<file path="src/rtl/booth_dadda_mul_pipe.sv">
// Pipelined radix-4 Booth multiplier: S1 Booth encode, S2 Dadda reduction, S3 carry-select add.
// Valid/ready on both sides with full-throughput backpressure; a user tag travels with each operation.
module booth_dadda_mul_pipe #(
  parameter int unsigned WIDTH = 12,
  parameter int unsigned TAG_W = 4
) (
  input  logic                 clk,
  input  logic                 rst_n,
  input  logic                 in_valid,
  output logic                 in_ready,
  input  logic [WIDTH-1:0]     a_i,
  input  logic [WIDTH-1:0]     b_i,
  input  logic                 signed_i,
  input  logic [TAG_W-1:0]     tag_i,
  output logic                 out_valid,
  input  logic                 out_ready,
  output logic [2*WIDTH-1:0]   product_o,
  output logic [TAG_W-1:0]     tag_o
);

  localparam int unsigned NPP  = WIDTH / 2 + 1;
  localparam int unsigned PW   = 2 * WIDTH;
  localparam int unsigned RW   = WIDTH + 2;
  localparam int unsigned MAXH = NPP + 2;
  localparam int unsigned NDS  = 12;
  localparam int unsigned BLK  = 4;

  // Folded constant of the sign-encoding trick: each row contributes -2^(WIDTH+1+2i).
  function automatic logic [PW-1:0] sign_const();
    logic [PW-1:0] k;
    k = '0;
    for (int unsigned i = 0; i < NPP; i++) begin
      if (WIDTH + 1 + 2 * i < PW) begin
        k = k - ({{(PW-1){1'b0}}, 1'b1} << (WIDTH + 1 + 2 * i));
      end
    end
    return k;
  endfunction

  localparam logic [PW-1:0] SIGN_K = sign_const();

  // Column-wise Dadda reduction; targets come from the 2,3,4,6,9,... sequence below MAXH.
  function automatic logic [1:0][PW-1:0] dadda_reduce(
    input logic [NPP-1:0][RW-1:0] pp,
    input logic [NPP-1:0]         neg
  );
    logic               col  [PW][MAXH];
    logic               nxt  [PW][MAXH];
    int unsigned        h    [PW];
    int unsigned        nh   [PW];
    int unsigned        dseq [NDS];
    int unsigned        c, k, tot, d;
    logic               cy;
    logic [1:0][PW-1:0] rows;

    for (int unsigned ci = 0; ci < PW; ci++) begin
      h[ci]  = 0;
      nh[ci] = 0;
      for (int unsigned j = 0; j < MAXH; j++) begin
        col[ci][j] = 1'b0;
        nxt[ci][j] = 1'b0;
      end
    end

    for (int unsigned i = 0; i < NPP; i++) begin
      for (int unsigned j = 0; j < RW; j++) begin
        if (2 * i + j < PW) begin
          c = 2 * i + j;
          col[c][h[c]] = pp[i][j];
          h[c]++;
        end
      end
      col[2*i][h[2*i]] = neg[i];
      h[2*i]++;
    end

    for (int unsigned ci = 0; ci < PW; ci++) begin
      if (SIGN_K[ci]) begin
        col[ci][h[ci]] = 1'b1;
        h[ci]++;
      end
    end

    dseq[0] = 2;
    for (int unsigned s = 1; s < NDS; s++) dseq[s] = dseq[s-1] * 3 / 2;

    cy = 1'b0;
    for (int unsigned s = NDS; s > 0; s--) begin
      d = dseq[s-1];
      if (d < MAXH) begin
        for (int unsigned ci = 0; ci < PW; ci++) begin
          nh[ci] = 0;
          for (int unsigned j = 0; j < MAXH; j++) nxt[ci][j] = 1'b0;
        end
        for (int unsigned ci = 0; ci < PW; ci++) begin
          k = 0;
          // Carries from column ci-1 already sit in nxt[ci] and count toward the target.
          for (int unsigned it = 0; it < MAXH; it++) begin
            tot = h[ci] - k + nh[ci];
            if (tot > d && h[ci] - k >= 2) begin
              if (tot == d + 1 || h[ci] - k == 2) begin
                nxt[ci][nh[ci]] = col[ci][k] ^ col[ci][k+1];
                cy = col[ci][k] & col[ci][k+1];
                k  = k + 2;
              end else begin
                nxt[ci][nh[ci]] = col[ci][k] ^ col[ci][k+1] ^ col[ci][k+2];
                cy = (col[ci][k] & col[ci][k+1]) | (col[ci][k+2] & (col[ci][k] ^ col[ci][k+1]));
                k  = k + 3;
              end
              nh[ci]++;
              if (ci + 1 < PW) begin
                nxt[ci+1][nh[ci+1]] = cy;
                nh[ci+1]++;
              end
            end
          end
          for (int unsigned j = 0; j < MAXH; j++) begin
            if (j >= k && j < h[ci]) begin
              nxt[ci][nh[ci]] = col[ci][j];
              nh[ci]++;
            end
          end
        end
        col = nxt;
        h   = nh;
      end
    end

    rows = '0;
    for (int unsigned ci = 0; ci < PW; ci++) begin
      rows[0][ci] = (h[ci] > 0) ? col[ci][0] : 1'b0;
      rows[1][ci] = (h[ci] > 1) ? col[ci][1] : 1'b0;
    end
    return rows;
  endfunction

  function automatic logic [PW-1:0] csel_add(input logic [PW-1:0] x, input logic [PW-1:0] y);
    logic [PW-1:0] s;
    logic [BLK:0]  s0, s1;
    logic          cin;
    s   = '0;
    cin = 1'b0;
    for (int unsigned blk = 0; blk < PW / BLK; blk++) begin
      s0  = {1'b0, x[blk*BLK +: BLK]} + {1'b0, y[blk*BLK +: BLK]};
      s1  = {1'b0, x[blk*BLK +: BLK]} + {1'b0, y[blk*BLK +: BLK]} + {{BLK{1'b0}}, 1'b1};
      s[blk*BLK +: BLK] = cin ? s1[BLK-1:0] : s0[BLK-1:0];
      cin = cin ? s1[BLK] : s0[BLK];
    end
    return s;
  endfunction

  logic                    ready_en;
  logic                    v1, v2, v3;
  logic                    adv1, adv2, adv3;
  logic                    accept;

  logic [RW-1:0]           a_ext;
  logic [RW:0]             b_trip;
  logic [2:0]              trip;
  logic                    one, two;
  logic [RW-1:0]           mag, row;
  logic [NPP-1:0][RW-1:0]  pp_d, pp1;
  logic [NPP-1:0]          neg_d, neg1;
  logic [TAG_W-1:0]        tag1, tag2;
  logic [1:0][PW-1:0]      rows_d, rows2;
  logic [PW-1:0]           sum_d;

  always_comb begin
    adv3     = !v3 || out_ready;
    adv2     = !v2 || adv3;
    adv1     = !v1 || adv2;
    in_ready = ready_en && adv1;
    accept   = in_valid && in_ready;
  end

  assign out_valid = v3;

  // S1: Booth digits from overlapping triplets of b extended by two bits, b[-1] = 0.
  always_comb begin
    a_ext  = signed_i ? {{2{a_i[WIDTH-1]}}, a_i} : {2'b00, a_i};
    b_trip = signed_i ? {{2{b_i[WIDTH-1]}}, b_i, 1'b0} : {2'b00, b_i, 1'b0};
    trip   = '0;
    one    = 1'b0;
    two    = 1'b0;
    mag    = '0;
    row    = '0;
    pp_d   = '0;
    neg_d  = '0;
    for (int unsigned i = 0; i < NPP; i++) begin
      trip     = b_trip[2*i +: 3];
      one      = trip[1] ^ trip[0];
      two      = (trip[2] & ~trip[1] & ~trip[0]) | (~trip[2] & trip[1] & trip[0]);
      mag      = one ? a_ext : (two ? {a_ext[RW-2:0], 1'b0} : '0);
      row      = trip[2] ? ~mag : mag;
      pp_d[i]  = {~row[RW-1], row[RW-2:0]};
      neg_d[i] = trip[2];
    end
  end

  always_comb rows_d = dadda_reduce(pp1, neg1);
  always_comb sum_d  = csel_add(rows2[0], rows2[1]);

  always_ff @(posedge clk or negedge rst_n) begin
    if (!rst_n) begin
      ready_en <= 1'b0;
      v1       <= 1'b0;
      pp1      <= '0;
      neg1     <= '0;
      tag1     <= '0;
    end else begin
      ready_en <= 1'b1;
      if (adv1) v1 <= accept;
      if (accept) begin
        pp1  <= pp_d;
        neg1 <= neg_d;
        tag1 <= tag_i;
      end
    end
  end

  always_ff @(posedge clk or negedge rst_n) begin
    if (!rst_n) begin
      v2    <= 1'b0;
      rows2 <= '0;
      tag2  <= '0;
    end else begin
      if (adv2) v2 <= v1;
      if (adv2 && v1) begin
        rows2 <= rows_d;
        tag2  <= tag1;
      end
    end
  end

  always_ff @(posedge clk or negedge rst_n) begin
    if (!rst_n) begin
      v3        <= 1'b0;
      product_o <= '0;
      tag_o     <= '0;
    end else begin
      if (adv3) v3 <= v2;
      if (adv3 && v2) begin
        product_o <= sum_d;
        tag_o     <= tag2;
      end
    end
  end

endmodule
</file>
<file path="config.mk">
export PLATFORM = sky130hd
export DESIGN_NAME = booth_dadda_mul_pipe
export DESIGN_NICKNAME = d
export VERILOG_FILES = /design/src/rtl/booth_dadda_mul_pipe.sv
export SDC_FILE = /design/constraint.sdc
export NUM_CORES = 1
export LEC_CHECK = 0
export ABC_AREA = 1
export BUFFER_PORTS_ARGS = -buffer_cell sky130_fd_sc_hd__buf_2
export CORE_UTILIZATION = 41
export CTS_BUF_LIST = sky130_fd_sc_hd__clkbuf_16
export DETAILED_ROUTE_END_ITERATION = 10
export SYNTH_ARGS = -nofsm -noshare
export SYNTH_HDL_FRONTEND = slang
export SYNTH_SLANG_ARGS = --single-unit
export TNS_END_PERCENT = 10
</file>
<file path="constraint.sdc">
create_clock -name clk -period 5.9 [get_ports clk]
set_input_delay 1.18 -clock clk [delete_from_list [all_inputs] [get_ports clk]]
set_output_delay 1.18 -clock clk [all_outputs]
set_load 0.005 [all_outputs]
</file>
==> flow_metrics.tcl, run 1 <==
set metrics [dict create \
    setup_tns_ns 0 \
    rsz0062_at_grt "false" \
    p_int_mw 3.257 \
    cts_sinks 190 \
    finalHoldViolCount 0 \
    setup_slack_ns 2.868 \
    numCtsBuffers 17 \
    yosys_warnings 0 \
    worstSetupEndpointType "output pin" \
    clockRootBuffer "clkbuf_16" \
    setup_violations 0 \
    drtIter0Drc 563 \
    vias_per_cell 4.970 \
    hp-class "reg2reg" \
    ys_types 31 \
    finalCriticalPeriod_ns 3.032 \
    pwr-share-comb 0.444 \
    status "finished clean" \
    rows 61 \
    maxCapViolCount 0 \
    overflow 0 \
    arrival_ns 1.85 \
    io_buffers 62 \
    pwr-share-clk 0.216 \
    switching_share 0.4080 \
    syn_area_um2 11630 \
    initial_core_util 0.4174 \
    cp-start-kind "input pin" \
    num_io_pins 63 \
    worst_pin_slew_ns 1.265 \
    dp.final_hpwl_mm 19.64 \
    post_synth.cell_area_avg_um2 8.500 \
    cts-htree-levels 4 \
    grt_max_degree 102 \
    grt_pass1_vias 8518 \
    area_growth_pct 9.911 \
    skew_ns 0.01534 \
    cts_resized 0 \
    pwr-share-seq 0.340 \
    syn_inst 1368 \
    finalWirelength_mm 27.68 \
    p_sw_mw 2.244 \
    antenna_found_initial 0 \
    dr.pass1.iters 8 \
    drcViolationCount 0 \
    drive_gt1_frac 0.08524 \
    path_max_fanout 3 \
    clock_path_buffers 2 \
    gp_congestion 0.8752 \
    maxSlewViolCount 0 \
    die_h_um 170.4 \
    ys_seq_area_frac 0.4089 \
    period_share 0.5138 \
    diodes 0 \
    cts_setup_buffers 0 \
    pre_cts_ws_ns 2.515 \
    ant_nets 0 \
    cp.required_ns 4.72 \
    synth-seq-cells 190 \
    crit_type "in2out" \
    wl_per_cell_um 15.60 \
    dieArea_um2 29040 \
    via_count 8816 \
    core_area_um2 27860 \
    track_usage 0.2054 \
    max_slew_margin 0.1555 \
    postCtsHoldBufs 0 \
    layout.nets 1524 \
    leakagePower_nw 6.425 \
    fmax_ghz 0.3299 \
    cts_tree "yes" \
    die_w_um 170.4 \
    grt_pass1_wl_mm 45.76 \
    powerDensity_nw_per_um2 430.4 \
    clk_pin_slew_ns 0.08 \
    synth_nets 1509 \
    clock_latency_ns 0.44 \
    irDropWorstVdd_v 0.0001791 \
]
==> cells in the final DEF, fill, tap and decap left out, types with 2 or more instances in the layout <==
cell,Yosys,layout
a21oi_1,22,22
o211ai_1,47,47
xnor2_1,16,16
inv_6,0,4
buf_2,26,61
nand2_2,5,6
buf_4,1,9
ha_1,48,48
dfrtp_1,190,190
inv_1,156,157
clkbuf_16,0,17
fa_1,60,60
xor2_1,70,70
nand2_4,4,5
inv_8,0,4
clkinv_4,0,3
o21ai_0,190,190
nor3_1,2,2
nand2_1,397,395
nor2_1,31,30
nand3_2,2,2
nand4_1,3,3
clkinv_8,0,2
nand3_1,37,37
a31oi_1,3,3
nor2_2,1,2
o21ai_1,2,2
==> cell families (layout without fill, tap and decap cells) <==
logic type               after synthesis  in the layout  share of synthesized area
AO/OA/AOI/OAI                        268            268                     0.1270
XOR/XNOR                              86             86                    0.06478
adder cells (fa/ha/maj)              108            108                     0.1550
buffers and inverters                232            260                    0.07801
flip-flops                           190            190                     0.4089
other                                  1              1                  0.0003225
AND/OR/NAND/NOR                      483            483                     0.1660
==> synth_stat cells, drive strengths merged <==
master,number,area [um^2]
o21ai,192,960.9
a21o,1,7.510
xor2,70,613.1
fa,60,1201
dfrtp,190,4755
ha,48,600.6
clkbuf,43,161.4
inv,157,589.3
a22o,1,8.760
a21oi,22,110.1
nand4,3,18.77
nor3b,1,7.510
xnor2,16,140.1
conb,1,3.750
o211ai,47,352.8
nand3,39,205.2
nand2,406,1567
a31o,1,8.760
a31oi,3,18.77
o311ai,1,8.760
buf,32,156.4
nor3,2,10.01
nor2,32,122.6
==> per-layer routing <==
layer,GRT usage,part of all wire
met1,0.3046,0.50
met2,0.3033,0.42
met3,0.04628,0.067
met4,0.04583,0.011
met5,0,0
==> worst paths after layout <==
check                      cells after the start      start  slack (ns)   endpoint
setup / recovery                               8  out_ready        2.87   in_ready
hold / removal                                 2    tag2[0]        0.46   tag_o[0]
setup reg to reg                               6    pp1[26]        3.14  rows2[38]
hold reg to reg                                2    tag2[0]        0.46   tag_o[0]
max in group asynchronous                      2      rst_n        3.92  rows2[11]
min in group asynchronous                      1      rst_n        0.79    pp1[83]
==> critical path: stages <==
cell and delay (ns):
buf_2 0.09, inv_1 0.04, nand2_1 0.07, nor2_1 0.12, nand2_1 0.08, nand2_1 0.06
inv_1 0.07, buf_2 0.13
==> metrics by stage <==
step                std cells  area, um^2  hold WS (ns)  power, mW  utilization
floorplan                1368       11630        0.4422      3.639            -
global placement         1742       12180        0.4489      4.296       0.4373
detailed placement       1742       12180        0.4497      4.364       0.4373
CTS                      1774       12780        0.4654      5.559       0.4587
global route             1774       12780        0.4950      6.049       0.4587
finish                   1774       12780        0.4642      5.501       0.4587
==> sequential cells by signal, summed over array words and instances (netlist names) <==
register and flops:
neg1 7, out_valid 1, pp1 96, product_o 24, ready_en 1, rows2 47, tag1 4, tag2 4
tag_o 4, v1 1, v2 1
==> power by group through the flow <==
stage | clock [mW] | sequential (mW) | combinational (mW)
floorplan | 0 | 1.85 | 1.78
global placement | 0 | 1.89 | 2.41
detailed placement | 0 | 1.90 | 2.47
CTS | 1.21 | 1.87 | 2.48
global route | 1.25 | 1.92 | 2.87
finish | 1.19 | 1.87 | 2.44
==> cell type report <==
| type | count | area [um^2] |
|---|---|---|
| inverter | 157 | 589.3 |
| timing repair buffer | 71 | 386.6 |
| multi-input combinational | 946 | 5978 |
| tap | 378 | 473.0 |
| fill | 2786 | 15080 |
| clock buffer | 17 | 425.4 |
| sequential | 190 | 4755 |
| clock inverter | 15 | 172.7 |
Note: power is estimated with default switching activity, not from simulation.
==> run 2: changes to the inputs <==
clock period = 3.07 ns   (was 5.9 ns; I/O delays follow)
==> run 2 against run 1 <==
  * Clock power grew 100%
  * Final cell count is 0.56% higher
  * Die area did not move
  * Wire length rose by 3.6%
  * Sequential share of layout area is 0.39 points lower
  * Clock-buffer cell count unchanged
  * Largest power group unchanged
==> flow_metrics.tcl, run 2 (synthesis gave the netlist of run 1 again) <==
set metrics [dict create \
    gp_congestion 0.8712 \
    final_area_um2 12920 \
    maxCapViolCount 0 \
    worst_pin_slew_ns 0.8454 \
    worstSetupEndpointType "register" \
    arrival_ns 3.08 \
    setup_violations 0 \
    grt_max_degree 102 \
    cts_setup_buffers 0 \
    layout.nets 1534 \
    vias_per_cell 4.998 \
    wl_per_cell_um 16.07 \
    cts_tree "yes" \
    irDropWorstVdd_v 0.0002966 \
    final_util 0.4636 \
    clock_latency_ns 0.43 \
    maxSlewViolCount 0 \
    rsz0062_at_grt "false" \
    powerDensity_nw_per_um2 829.8 \
    fmax_ghz 0.3700 \
    dp.final_hpwl_mm 20.45 \
    grt_pass1_vias 8482 \
    track_usage 0.2091 \
    finalCriticalPeriod_ns 2.703 \
    ant_nets 0 \
    largestRegisters "pp1 x96, rows2 x47, product_o x24" \
    crit_type "reg2reg" \
    largest_reg_flops 96 \
    drcViolationCount 0 \
    num_io_pins 63 \
    path_delay_family "adder cells" \
    cts_sinks 190 \
    cp_cell_sequence "fa_1 -> inv_1 -> fa_1 -> inv_1 -> fa_1 -> fa_1 -> nand2_1 -> nand2_1" \
    layout_commonest_cell "nand2_1" \
    numCtsBuffers 17 \
    skew_ns 0.01103 \
    status "finished clean" \
    cts-htree-levels 4 \
    postCtsHoldBufs 0 \
    dieArea_um2 29040 \
    die_h_um 170.4 \
    antenna_found_initial 0 \
    clockRootBuffer "clkbuf_16" \
    cp.required_ns 3.44 \
    leakagePower_nw 6.492 \
    top_register "pp1" \
    via_count 8916 \
    finalHoldViolCount 0 \
    dr.pass1.iters 5 \
    area_growth_pct 11.08 \
    timing.rr.start "pp1[12]" \
    cp_slowest_stage_delay_ns 0.54 \
    io_buffers 62 \
    core_area_um2 27860 \
    drive_gt1_frac 0.09033 \
    cp-start-kind "register" \
    die_w_um 170.4 \
    path_max_fanout 2 \
    initial_core_util 0.4174 \
    clock_path_buffers 2 \
    hp-class "in2async" \
    max_slew_margin 0.4358 \
    setup_slack_ns 0.3672 \
    diodes 0 \
    pre_cts_ws_ns 0.3575 \
    cpMostUsedCell "fa_1" \
    startpoint "pp1[12]" \
    clk_pin_slew_ns 0.08 \
    most-common-layout-cells "395 x nand2_1, 190 x o21ai_0, 190 x dfrtp_1" \
    place_area_um2 12290 \
    setup_tns_ns 0 \
    rows 61 \
    cp_slowest_cell "fa_1" \
    cts_resized 0 \
    finalWirelength_mm 28.67 \
    path_buf_inv 2 \
    period_share 0.8804 \
    drtIter0Drc 708 \
    overflow 0 \
    grt_pass1_wl_mm 46.49 \
]
run 2: power by group:
part | total [mW] | switching, mW | leakage [nW] | internal [mW]
clock network | 2.38 | 1.07 | 0.302 | 1.31
registers | 3.59 | 0.422 | 2.37 | 3.17
logic | 4.74 | 2.81 | 3.82 | 1.93
total | 10.7 | 4.30 | 6.49 | 6.41
run 2: cell type report:
class,count,area (um^2)
Timing Repair Buffer,81,499.2
Inverter,157,589.3
Multi-Input combinational cell,946,5976
Sequential cell,190,4755
Clock buffer,17,425.4
Tap cell,378,473.0
Clock inverter,15,198.9
Fill cell,2745,14940
run 2: worst paths after layout:
kind                       depth (start not counted)         to  slack, ns
hold reg to reg                                    2    tag2[1]       0.47
hold / removal                                     1    pp1[94]       0.17
min in group clk                                   3    tag1[0]       0.37
setup reg to reg                                   8  rows2[36]       0.37
max in group asynchronous                          2     pp1[3]       2.09
setup / recovery                                   8  rows2[36]       0.37
run 2: routing by layer:
layer	routed length (um)	up-vias	track usage
li1	-	4393	-
met1	14680	4210	0.3206
met2	11890	270	0.3027
met3	1535	43	0.03047
met4	556	0	0.06110
met5	0	-	0
run 2: through the flow:
step / power [mW] / hold WS [ns] / cells
after floorplan: 6.993 / 0.3184 / 1368
final: 10.72 / 0.1696 / 1784
after global routing: 11.70 / 0.2037 / 1784
after global placement: 8.279 / 0.4485 / 1752
after detailed placement: 8.416 / 0.4523 / 1752
after CTS: 10.83 / 0.2016 / 1784
==> run 3: changes to the inputs <==
MAX_ROUTING_LAYER = met4   (was unset)
==> run 3 against run 2 <==
  * Sequential power is essentially flat
  * Critical endpoint unchanged
  * Wire length up 0.12%
  * Sequential share of layout area unchanged
  * Highest routed layer unchanged
  * Worst hold slack lost 0.0096 ns
  * Largest cell class unchanged
  * Clock skew hardly changed
  * Global-route usage increased by 0.63 points
==> flow_metrics.tcl, run 3 (synthesis gave the netlist of run 1 again) <==
set metrics [dict create \
    grt_pass1_vias 8460 \
    cp_cell_sequence "fa_1 -> inv_1 -> fa_1 -> inv_1 -> fa_1 -> fa_1 -> nand2_1 -> nand2_1" \
    dp.final_hpwl_mm 20.45 \
    cp-start-kind "register" \
    clk_pin_slew_ns 0.08 \
    io_buffers 62 \
    worstSetupEndpointType "register" \
    cp.required_ns 3.44 \
    ant_nets 0 \
    maxSlewViolCount 0 \
    grt_max_degree 102 \
    setup_tns_ns 0 \
    diodes 0 \
    setup_slack_ns 0.3671 \
    final_area_um2 12920 \
    via_count 8875 \
    cts_resized 0 \
    multi_input_area_um2 5976 \
    cpMostUsedCell "fa_1" \
    path_delay_family "adder cells" \
    leakagePower_nw 6.492 \
    die_w_um 170.4 \
    cts_sinks 190 \
    dieArea_um2 29040 \
    cts_tree "yes" \
    cts-htree-levels 4 \
    seq_area_um2 4755 \
    fillers 2745 \
    wl_met2_mm 11.95 \
    finalWirelength_mm 28.70 \
    clock_path_buffers 2 \
    track_usage 0.2154 \
    maxCapViolCount 0 \
    largest_reg_flops 96 \
    rsz0062_at_grt "false" \
    cts_setup_buffers 0 \
    powerDensity_nw_per_um2 829.5 \
    cp_slowest_cell "fa_1" \
    hp-class "in2async" \
    pwr-share-seq 0.335 \
    irDropWorstVdd_v 0.0002959 \
    pre_cts_ws_ns 0.3575 \
    postCtsHoldBufs 0 \
    area_growth_pct 11.08 \
    crit_type "reg2reg" \
    initial_core_util 0.4174 \
    finalHoldViolCount 0 \
    top_layer "met4" \
    switching_share 0.4014 \
    drtIter0Drc 644 \
    max_slew_margin 0.4403 \
    layout.nets 1534 \
    numCtsBuffers 17 \
    dr.pass1.iters 6 \
    vias_per_cell 4.975 \
    pwr-share-comb 0.443 \
    num_io_pins 63 \
    period_share 0.8804 \
    routed-wl-met3_mm 1.626 \
    worst_pin_slew_ns 0.8386 \
    p_int_mw 6.414 \
    most-common-layout-cells "395 x nand2_1, 190 x o21ai_0, 190 x dfrtp_1" \
    status "finished clean" \
    setup_violations 0 \
    rows 61 \
    antenna_found_initial 0 \
    largestRegisters "pp1 x96, rows2 x47, product_o x24" \
    clock_latency_ns 0.44 \
    cp_slowest_stage_delay_ns 0.54 \
    wl_met1_mm 14.57 \
    finalCriticalPeriod_ns 2.703 \
    path_max_fanout 2 \
    die_h_um 170.4 \
    p_sw_mw 4.300 \
    layout_commonest_cell "nand2_1" \
    grt_pass1_wl_mm 46.50 \
    pwr-share-clk 0.222 \
    arrival_ns 3.08 \
    core_area_um2 27860 \
    drive_gt1_frac 0.09033 \
    total_power_mw 10.71 \
    drcViolationCount 0 \
    final_util 0.4636 \
    path_buf_inv 2 \
    top_register "pp1" \
    gp_congestion 0.8855 \
    wl_per_cell_um 16.09 \
    overflow 0 \
    fmax_ghz 0.3700 \
    skew_ns 0.01062 \
    place_area_um2 12290 \
    clockRootBuffer "clkbuf_16" \
]
==> run 3: cell counts in the layout (fill, tap and decap cells not counted) <==
No cell type changed its count.
==> run 3: cell type report <==
| cell class | instances | area share |
|---|---|---|
| multi-input combinational | 946 | 0.4627 |
| sequential | 190 | 0.3681 |
| inverter | 157 | 0.04563 |
| timing repair buffer | 81 | 0.03865 |
| tap | 378 | 0.03662 |
| clock buffer | 17 | 0.03294 |
| clock inverter | 15 | 0.01540 |
==> run 3: worst paths after layout <==
check / from / slack (ns) / endpoint / depth (start not counted)
worst max-delay path: pp1[12] / 0.37 / rows2[36] / 8
worst min-delay path: rst_n / 0.16 / pp1[94] / 1
worst max register to register: pp1[12] / 0.37 / rows2[36] / 8
worst min register to register: tag1[1] / 0.47 / tag2[1] / 2
max in group asynchronous: rst_n / 2.08 / pp1[3] / 2
min in group clk: tag_i[0] / 0.37 / tag1[0] / 3
==> run 3: per-stage QoR <==
step	hold WS (ns)	instances
6_report	0.1600	1784
5_1_grt	0.2037	1784
4_1_cts	0.2016	1784
3_5_place_dp	0.4523	1752
3_3_place_gp	0.4485	1752
2_1_floorplan	0.3184	1368
==> run 3: metal layers <==
metal | global-route usage | vias to the layer above
met5 | - | -
met4 | 0.06110 | 0
met3 | 0.03047 | 40
met2 | 0.3015 | 258
met1 | 0.3216 | 4185
li1 | - | 4392
==> run 3: power by group through the flow <==
stage / combinational, mW / clock [mW] / sequential, mW
floorplan: 3.43 / 0 / 3.56
global placement: 4.66 / 0 / 3.62
detailed placement: 4.78 / 0 / 3.64
CTS: 4.80 / 2.43 / 3.60
global route: 5.50 / 2.52 / 3.69
finish: 4.75 / 2.38 / 3.59
